===== src/rtl/l1_cache_pkg.sv =====
// Shared LC-3b types for the L1 cache: line/tag/index/offset/mask aliases,
// the cache FSM state encoding and the byte-merge helper.
package lc3b_types;

   typedef logic [15:0]  lc3b_word;
   typedef logic [127:0] lc3b_datbus;

   typedef logic [8:0]   lc3b_c_tag;
   typedef logic [2:0]   lc3b_c_index;
   typedef logic [3:0]   lc3b_c_offset;
   typedef lc3b_datbus   lc3b_c_line;
   typedef logic [15:0]  lc3b_c_mask;

   typedef enum logic [1:0] {
      C_IDLE      = 2'd0,
      C_WRITEBACK = 2'd1,
      C_ALLOCATE  = 2'd2
   } l1_state_e;

   // Overlay enabled bytes of a pre-positioned write line onto a stored line.
   function automatic lc3b_c_line byte_merge(input lc3b_c_line line,
                                             input lc3b_c_line wdata,
                                             input lc3b_c_mask mask);
      lc3b_c_line result;
      result = line;
      for (int i = 0; i < 16; i++) begin
         if (mask[i]) result[8*i +: 8] = wdata[8*i +: 8];
      end
      return result;
   endfunction

endpackage


===== src/rtl/l1_cache_array.sv =====
// Per-set storage array: combinational read, synchronous write on load.
// CLEARABLE instances (valid/dirty/LRU) clear asynchronously on rst.
import lc3b_types::*;

module cache_array #(
   parameter int WIDTH     = 1,
   parameter int NUM_SETS  = 8,
   parameter int IDX_W     = $clog2(NUM_SETS),
   parameter bit CLEARABLE = 1'b0
) (
   input  logic             clk,
   input  logic             rst,
   input  logic             load,
   input  logic [IDX_W-1:0] index,
   input  logic [WIDTH-1:0] din,
   output logic [WIDTH-1:0] dout
);

   logic [WIDTH-1:0] mem [NUM_SETS];

   generate
      if (CLEARABLE) begin : g_clear
         always_ff @(posedge clk or posedge rst) begin
            if (rst) begin
               for (int i = 0; i < NUM_SETS; i++) mem[i] <= '0;
            end else if (load) begin
               mem[index] <= din;
            end
         end
      end else begin : g_noclear
         // Tag and data contents survive reset; only their valid bits matter.
         logic unused_rst;
         assign unused_rst = rst;
         always_ff @(posedge clk) begin
            if (load) mem[index] <= din;
         end
      end
   endgenerate

   assign dout = mem[index];

endmodule


===== src/rtl/l1_cache.sv =====
// Two-way set-associative write-back/write-allocate L1 cache for LC-3b.
// Define L1_CACHE_STATS_EN to add the hit_count/miss_count statistics ports.
//
// state       | meaning
// C_IDLE      | serve hits in the request cycle, pick a victim on a miss
// C_WRITEBACK | write the dirty victim line to memory
// C_ALLOCATE  | fetch the requested line into the victim way
import lc3b_types::*;

module l1_cache #(
   parameter int NUM_SETS = 8
) (
   input  logic         clk,
   input  logic         rst,
   input  logic         mem_read,
   input  logic         mem_write,
   input  logic [15:0]  mem_address,
   input  logic [15:0]  mem_byte_enable,
   input  logic [127:0] mem_wdata,
   output logic [127:0] mem_rdata,
   output logic         mem_resp,
   output logic         pmem_read,
   output logic         pmem_write,
   output logic [15:0]  pmem_address,
   output logic [127:0] pmem_wdata,
   input  logic [127:0] pmem_rdata,
   input  logic         pmem_resp
`ifdef L1_CACHE_STATS_EN
   ,
   output logic [15:0]  hit_count,
   output logic [15:0]  miss_count
`endif
);

   localparam int IDX_W = $clog2(NUM_SETS);
   localparam int TAG_W = 12 - IDX_W;

   l1_state_e state, next_state;

   logic             req, is_write;
   logic [TAG_W-1:0] req_tag;
   logic [IDX_W-1:0] req_index, arr_index;
   logic             unused_offset;

   logic [TAG_W-1:0] miss_tag;
   logic [IDX_W-1:0] miss_index;
   logic             miss_way, miss_go;

   logic [TAG_W-1:0] tag_q   [2];
   lc3b_c_line       data_q  [2];
   logic             valid_q [2];
   logic             dirty_q [2];
   logic             lru_q;

   logic [1:0]       tag_ld, data_ld, valid_ld, dirty_ld;
   logic             lru_ld, lru_din, dirty_din;
   lc3b_c_line       data_din;

   logic [1:0]       hit_vec;
   logic             hit, hit_way, victim;
   lc3b_c_line       hit_line;

   assign req           = mem_read | mem_write;
   assign is_write      = mem_write;
   assign req_tag       = mem_address[15:4+IDX_W];
   assign req_index     = mem_address[4+IDX_W-1:4];
   assign unused_offset = ^mem_address[3:0];

   // During a miss the arrays are addressed by the latched set, so a CPU that
   // illegally drops or changes its request cannot corrupt the fill.
   assign arr_index = (state == C_IDLE) ? req_index : miss_index;

   generate
      for (genvar w = 0; w < 2; w++) begin : g_way
         cache_array #(.WIDTH(TAG_W), .NUM_SETS(NUM_SETS), .CLEARABLE(1'b0)) u_tag (
            .clk(clk), .rst(rst), .load(tag_ld[w]), .index(arr_index),
            .din(miss_tag), .dout(tag_q[w]));
         cache_array #(.WIDTH(128), .NUM_SETS(NUM_SETS), .CLEARABLE(1'b0)) u_data (
            .clk(clk), .rst(rst), .load(data_ld[w]), .index(arr_index),
            .din(data_din), .dout(data_q[w]));
         cache_array #(.WIDTH(1), .NUM_SETS(NUM_SETS), .CLEARABLE(1'b1)) u_valid (
            .clk(clk), .rst(rst), .load(valid_ld[w]), .index(arr_index),
            .din(1'b1), .dout(valid_q[w]));
         cache_array #(.WIDTH(1), .NUM_SETS(NUM_SETS), .CLEARABLE(1'b1)) u_dirty (
            .clk(clk), .rst(rst), .load(dirty_ld[w]), .index(arr_index),
            .din(dirty_din), .dout(dirty_q[w]));
         assign hit_vec[w] = valid_q[w] && (tag_q[w] == req_tag);
      end
   endgenerate

   cache_array #(.WIDTH(1), .NUM_SETS(NUM_SETS), .CLEARABLE(1'b1)) u_lru (
      .clk(clk), .rst(rst), .load(lru_ld), .index(arr_index),
      .din(lru_din), .dout(lru_q));

   assign hit      = |hit_vec;
   assign hit_way  = ~hit_vec[0];
   assign hit_line = data_q[hit_way];
   assign victim   = !valid_q[0] ? 1'b0 : (!valid_q[1] ? 1'b1 : lru_q);

   always_ff @(posedge clk or posedge rst) begin
      if (rst) begin
         state      <= C_IDLE;
         miss_way   <= 1'b0;
         miss_index <= '0;
         miss_tag   <= '0;
      end else begin
         state <= next_state;
         if (miss_go) begin
            miss_way   <= victim;
            miss_index <= req_index;
            miss_tag   <= req_tag;
         end
      end
   end

   always_comb begin
      next_state   = state;
      mem_resp     = 1'b0;
      mem_rdata    = '0;
      pmem_read    = 1'b0;
      pmem_write   = 1'b0;
      pmem_address = '0;
      pmem_wdata   = '0;
      miss_go      = 1'b0;
      tag_ld       = '0;
      data_ld      = '0;
      valid_ld     = '0;
      dirty_ld     = '0;
      lru_ld       = 1'b0;
      lru_din      = 1'b0;
      dirty_din    = 1'b0;
      data_din     = '0;
      unique case (state)
         C_IDLE: begin
            if (req && hit) begin
               mem_resp  = 1'b1;
               mem_rdata = hit_line;
               lru_ld    = 1'b1;
               lru_din   = ~hit_way;
               if (is_write) begin
                  data_ld[hit_way]  = 1'b1;
                  data_din          = byte_merge(hit_line, mem_wdata, mem_byte_enable);
                  dirty_ld[hit_way] = 1'b1;
                  dirty_din         = 1'b1;
               end
            end else if (req) begin
               miss_go    = 1'b1;
               next_state = (valid_q[victim] && dirty_q[victim]) ? C_WRITEBACK : C_ALLOCATE;
            end
         end
         C_WRITEBACK: begin
            pmem_write   = 1'b1;
            pmem_address = {tag_q[miss_way], miss_index, 4'b0000};
            pmem_wdata   = data_q[miss_way];
            if (pmem_resp) next_state = C_ALLOCATE;
         end
         C_ALLOCATE: begin
            pmem_read    = 1'b1;
            pmem_address = {miss_tag, miss_index, 4'b0000};
            if (pmem_resp) begin
               data_ld[miss_way]  = 1'b1;
               data_din           = pmem_rdata;
               tag_ld[miss_way]   = 1'b1;
               valid_ld[miss_way] = 1'b1;
               dirty_ld[miss_way] = 1'b1;
               dirty_din          = 1'b0;
               next_state         = C_IDLE;
            end
         end
         default: next_state = C_IDLE;
      endcase
   end

`ifdef L1_CACHE_STATS_EN
   // The hit that completes a filled request belongs to that miss, not to hits.
   logic miss_pending;

   always_ff @(posedge clk or posedge rst) begin
      if (rst) begin
         hit_count    <= '0;
         miss_count   <= '0;
         miss_pending <= 1'b0;
      end else begin
         if (miss_go) begin
            miss_count   <= miss_count + 16'd1;
            miss_pending <= 1'b1;
         end
         if (mem_resp) begin
            if (!miss_pending) hit_count <= hit_count + 16'd1;
            miss_pending <= 1'b0;
         end else if (state == C_IDLE && !req) begin
            miss_pending <= 1'b0;
         end
      end
   end
`endif

endmodule

===== config.mk =====
export PLATFORM = sky130hd
export DESIGN_NAME = l1_cache
export DESIGN_NICKNAME = d
export VERILOG_FILES = /design/src/rtl/l1_cache_pkg.sv /design/src/rtl/l1_cache_array.sv /design/src/rtl/l1_cache.sv
export SDC_FILE = /design/constraint.sdc
export NUM_CORES = 2
export LEC_CHECK = 0
export ABC_AREA = 0
export CORE_MARGIN = 2
export CORE_UTILIZATION = 40
export CTS_CLUSTER_SIZE = 40
export DETAILED_ROUTE_END_ITERATION = 10
export PLACE_DENSITY = 0.63
export SLEW_MARGIN = 15
export SYNTH_ARGS = -nofsm -noshare
export SYNTH_HDL_FRONTEND = slang
export SYNTH_SLANG_ARGS = --single-unit

===== constraint.sdc =====
create_clock -name clk -period 16.71 [get_ports clk]
set_clock_uncertainty 0.1 [all_clocks]
set_input_delay 2.5065 -clock clk [delete_from_list [all_inputs] [get_ports clk]]
set_output_delay 2.5065 -clock clk [all_outputs]
set_load 0.01 [all_outputs]

# Word level (Yosys, flattened, before mapping)
# Memories as Yosys holds them, arrays and structs flattened.
# Index checks and enable logic that the tools add are counted.
totals:
  ff_bits: 55
  mem_bits_rw: 2192
  out_inout_bits: 275
  wordCells: 180
  n_memories: 4
classes:
  order_cmp: 9
  n_eq_ne: 8
  n_mux: 97
  bitwise_logic: 8
  reduce_logical: 10
mem_list:
  columns: ["memory", "depth", "width", "read_ports", "rd_ports_with_merged_regs", "wr", "line", "source"]
  rows:
  - ["g_way[0].u_data.mem", 8, 128, 1, 0, 1, "l1_cache_array.sv:19", "logic [WIDTH-1:0] mem [NUM_SETS];"]
  - ["g_way[1].u_data.mem", 8, 128, 1, 0, 1, "l1_cache_array.sv:19", null]
  - ["g_way[0].u_tag.mem", 8, 9, 1, 0, 1, "l1_cache_array.sv:19", null]
  - ["g_way[1].u_tag.mem", 8, 9, 1, 0, 1, "l1_cache_array.sv:19", null]
op_table:
  columns: ["operator", "n"]
  rows:
  - ["2-to-1 mux 128 bit", 12]
  - ["case mux 128 bit (2 select lines)", 1]
  - ["2-to-1 mux 8 bit", 16]
  - ["2-to-1 mux 1 bit", 41]
  - ["case mux 16 bit (2 select lines)", 1]
  - ["2-to-1 mux 9 bit", 3]
  - ["bitwise mux 8 bit", 3]
  - ["equality test 9 bit", 2]
  - ["2-to-1 mux 2 bit", 9]
  - ["OR 8 bit", 2]
  - ["binary-select mux 1 bit (select 3 bit)", 5]
  - ["inequality test 2 bit, second input constant", 4]
  - ["logical AND 1 bit", 7]
  - ["greater-or-equal comparator 2 bit, second input constant", 3]
  - ["inverter 1 -> 2 bit", 3]
  - ["case mux 2 bit (3 select lines)", 1]
  - ["greater-or-equal comparator 4 bit, second input constant", 1]
  - ["less-than comparator 1 x 2 -> 1 bit, second input constant", 2]
  - ["less-than comparator 4 x 1 -> 1 bit, second input constant", 1]
  - ["inverter 3 -> 4 bit", 1]
  - ["case mux 2 bit (2 select lines)", 1]
  - ["AND reduction 4 bit", 1]
  - ["demux 1 bit (select 3 bit)", 1]
  - ["2-to-1 mux 3 bit", 1]
  - ["8 further kinds", 10]

# Longest topological paths before layout
depth:
  word_depth: 17
  depth_mapped: 19
  depth_no_buf: 11

# Hierarchy
# From an unflattened synthesis, not the netlist that was laid out.
unflattened:
  cells_unflattened: 5003
  area_unflattened_um2: 93945.1
by_module_without_submodules:
  columns: ["module", "n_inst", "cells_per_inst", "area_each_um2", "seq_area_each_um2"]
  rows:
  - ["cache_array (g_way[0].u_data ...)", 2, 1678, 38699.6, 30749.5]
  - ["l1_cache", 1, 1206, 8490.6, 375.4]
  - ["cache_array (g_way[0].u_tag ...)", 2, 143, 2870.3, 2162.1]
  - ["cache_array (g_way[0].u_dirty ...)", 5, 31, 462.9, 200.2]

# Worst setup path after synthesis
# Ideal clock, no wire load.
synth_path:
  path_type: "in2reg"
  start: "input mem_address[4]"
  end: "memory g_way[1].u_data.mem[0][0], enable pin"
  t_arrival_ps: 11010
  t_required_ps: 15952
  path_slack_ps: 4942
  stages: 15
  path_buffers: 6
  cell_sequence: "mux2_2 buf_4 buf_4 buf_4 buf_2 buf_2 nand2_1 nand3_1 nand4_1 xor2_1 nand4_1 nor3_1 buf_4 nand3_2 a21oi_1"
synth_via:
  elab_chain_cells: 16
  elab_cells_between_ends: 27
  classes_between: "order compare (2); eq/ne (2); mux (14); bitwise (2); reduce/logical (5); memory (2)"
synth_lines:
  columns: ["item", "line", "source"]
  rows:
  - ["from (decl)", "l1_cache.sv:17", "input logic [15:0] mem_address,"]
  - ["2-to-1 mux 3 bit *", "l1_cache.sv:71", "assign arr_index = (state == C_IDLE) ? req_index : miss_index;"]
  - ["parallel branches: the longest is 15 deep, another holds memory (8 x 9 bit)", null, null]
  - ["to (decl)", "l1_cache_array.sv:19", null]
# Every way passes the cells marked *. The select of a mux whose other input is x is not followed.

# Worst setup path in the final report
layout_path:
  start: "input mem_address[4]"
  end: "output mem_rdata[11]"
layout_via:
  elab_chain_cells: 13
  elab_cells_between_ends: 25
  classes_between: "eq/ne (2); mux (12); bitwise (3); reduce/logical (4); memory (4)"
layout_lines:
  columns: ["item", "line", "source"]
  rows:
  - ["2-to-1 mux 3 bit *", "l1_cache.sv:71", null]
  - ["parallel branches: the longest is 10 deep, another holds memory (8 x 9 bit)", null, null]
  - ["2-to-1 mux 128 bit *", "l1_cache.sv:135", "if (req && hit) begin"]
  - ["2-to-1 mux 128 bit *", "l1_cache.sv:133", "unique case (state)"]
  - ["to (decl)", "l1_cache.sv:20", "output logic [127:0] mem_rdata,"]
# Marks and branches as above.

==> run metrics <==
hold path startpoint=g_way[0].u_valid.mem[6]; grt total ovfl=0; main area contributors after synthesis=edfxtp_1, o22ai_1, nor2_1, nand2_1, dfrtp_1; Cell Area, Synth=90300 um^2; most frequent cells in the layout=edfxtp_1, o22ai_1, nor2_1, clkdlybuf4s50_1, nand2_1; Hold WC Path Type=register to register; Worst Path Required=14.10 ns; htree depth=4; Syn Area/Cell=14.1 um^2; nets=between 7k and 8k; post-synth cell types=87; part of the cycle the worst path needs=71.1%; Synth warnings=0; dpl hpwl=182000 um; CP Class=primary input to output pin; Critical-path top delay cell=buf_4; largest net degree at the start of global routing=134; Slew @ Worst Pin=1.33 ns; Resized Gates After CTS=0; Die W=roughly 480 um; share of cells above drive strength 1=under 10%; share of the synthesized area in the top cell type=72.9%; wire length per cell=approximately 32 um; Synth-to-Final Area Change=18.7%; Lkg Pwr=~35 nW; clock transition at the registers of the reported paths=0.06 ns; RSZ-0062 raised after global routing=no; most frequent CP cell=buf_4; CP Cell Sequence=clkdlybuf4s50_1 -> mux2i_4 -> buf_4 -> nand2_1 -> a32o_1 -> or3_1 -> a22oi_2 -> buf_4 -> nand3_2 -> nor3_4 -> buf_4 -> buf_4 -> a21oi_1 -> nor2_1 -> clkdlybuf4s50_1; port bufs=559; Post-DRT Antenna Nets=0; Non-Filler Instances=10.2k; Post-synth top flop=edfxtp_1; die area=229000 um^2; Synth Instances=6423; PD cells=roughly 170 nW/um^2; antenna violations before repair=24; number of synthesized flops with an enable pin=2192; CTS tree=done; I/O pin cnt=568; Vias/cell=6.20; Core Box Area=224000 um^2; Max-Cap Viols=0; first-pass GRT wire length=449000 um; GPL Wtd Cong=slightly below 0.9; Die H=479 um; fillers=19.2k; final setup fails=0; # placed instances=9756; RR Endpoint=g_way[1].u_data.mem[4][25]; Initial DRT Pass Iterations=6; most common cell after layout, fill and taps aside=edfxtp_1; leading area contributor after synthesis=edfxtp_1; Bufs on Longest Clock Path=3; startpoint types=primary input; crit-path max cell delay=~0.8 ns; CTS Hold Buffers Added=0; final wirelength=325000 um; Worst Path Arrival=9.27 ns; DR iter-0 viols=8169; initial core utilization=40.2%; Final min period=11.88 ns; final count of pins violating max slew=0; Hold Path Sink=g_way[0].u_valid.mem[6]; async set-reset flop share out of synthesis=2.45%; sequential-to-total area share from yosys stat=74.5%; FP Rows=174; achievable frequency=84.2 MHz; synthesis-stage register bit count=around 2.2k; Worst R2R Start=state[0]; Total Routing Usage GR=27.4%; Slew HR=11.6%; clock buffer count from CTS=223; Peak supply drop=0.132 mV; sum of negative setup slack=0 ns; Worst-Skew Late Latency=0.87 ns; Post-route DRC=0; hold path depth=1; vias post-DR=63.1k; number of buffers added for setup after CTS=0; Setup crit end kind=output pin; Worst Path Max Fanout=84; status=finished clean; Clock Sink Count=about 2.2k; Setup crit start=mem_address[4]; Fin. Hold Viols=0; FF-to-FF setup slack=8.52 ns; vias in the first global route=59.6k; CTS root buf=clkbuf_16; worst reg-to-reg path cell count=17
==> layout make-up <==
class	count	area (um^2)	share of cell area, %
Tap cell	2992	3740	3.49
Antenna cell	16	40.0	0.0374
Clock buffer	265	5800	5.41
Multi-Input combinational cell	3661	21200	19.8
Clock inverter	150	1310	1.22
Timing Repair Buffer	821	7690	7.18
Inverter	35	179	0.167
Sequential cell	2247	67200	62.7
==> metal layers <==
layer,global-route usage (%),wire length (um),up-vias
li1,-,-,26345
met1,37.0,124000,32074
met2,42.8,150000,4117
met3,5.10,35100,585
met4,13.2,16500,8
met5,0,59,-
==> synth_stat cells (all sizes together) (86+ instances only) <==
cell and number:
o221ai 86, o21ai 103, buf 172, nand2 554
nor3 145, a31oi 92, clkbuf 311, o22ai 750
nand3 91, and2 94, edfxtp 2192, nor2 686
a21oi 219, o31ai 127
==> worst max path at each step <==
| stage | endpoint | depth (start not counted) |
|---|---|---|
| after global routing | mem_rdata[11] | 15 |
| after floorplan | g_way[1].u_data.mem[0][0] | 15 |
| final | mem_rdata[11] | 15 |
| after detailed placement | mem_rdata[11] | 15 |
| after global placement | mem_rdata[11] | 15 |
| after CTS | mem_rdata[11] | 15 |
==> power by group <==
part	internal (mW)	leakage, nW	switching, mW
clock	2.71	3.45	2.16
sequential	6.81	20.9	0.179
combinational	1.78	11.0	4.62
total	11.3	35.4	6.97
==> through the flow <==
stage	cell area, um^2	setup slack, ns	total power, mW	hold slack (ns)	util (%)
after floorplan	90300	4.94	10.8	0.335	-
after global placement	100000	5.03	13.3	0.351	44.6
after detailed placement	100000	4.95	13.3	0.355	44.6
after CTS	107000	4.94	18.2	0.370	47.7
after global routing	107000	4.57	18.9	0.381	47.7
final	107000	4.83	18.3	0.370	47.7
==> worst max-delay path: cells and delay by family <==
family                 cells  cell delay, ns
AO/OA/AOI/OAI              3            0.60
buffers and inverters      6            4.03
multiplexers               1            0.64
AND/OR/NAND/NOR            5            1.35
==> state kept, by name (all words and copies together) (netlist names) <==
signal	flops
g_way.u_data.mem	2048
miss_index	3
g_way.u_tag.mem	144
miss_way	1
miss_tag	9
state	2
u_lru.mem	8
g_way.u_valid.mem	16
g_way.u_dirty.mem	16
==> kinds of logic (layout without fill, tap and decap cells) <==
logic type / count (synthesis) / in the layout / synth area share, %
AO/OA/AOI/OAI: 1789 / 1789 / 13.3
XOR/XNOR: 10 / 10 / 0.0971
AND/OR/NAND/NOR: 1761 / 1761 / 8.60
adder cells (fa/ha/maj): 3 / 3 / 0.0416
buffers and inverters: 518 / 1271 / 2.41
other: 1 / 20 / 0.00416
multiplexers: 94 / 94 / 1.13
flip-flops: 2247 / 2247 / 74.5
No activity file was read; power rests on OpenSTA's default activity.
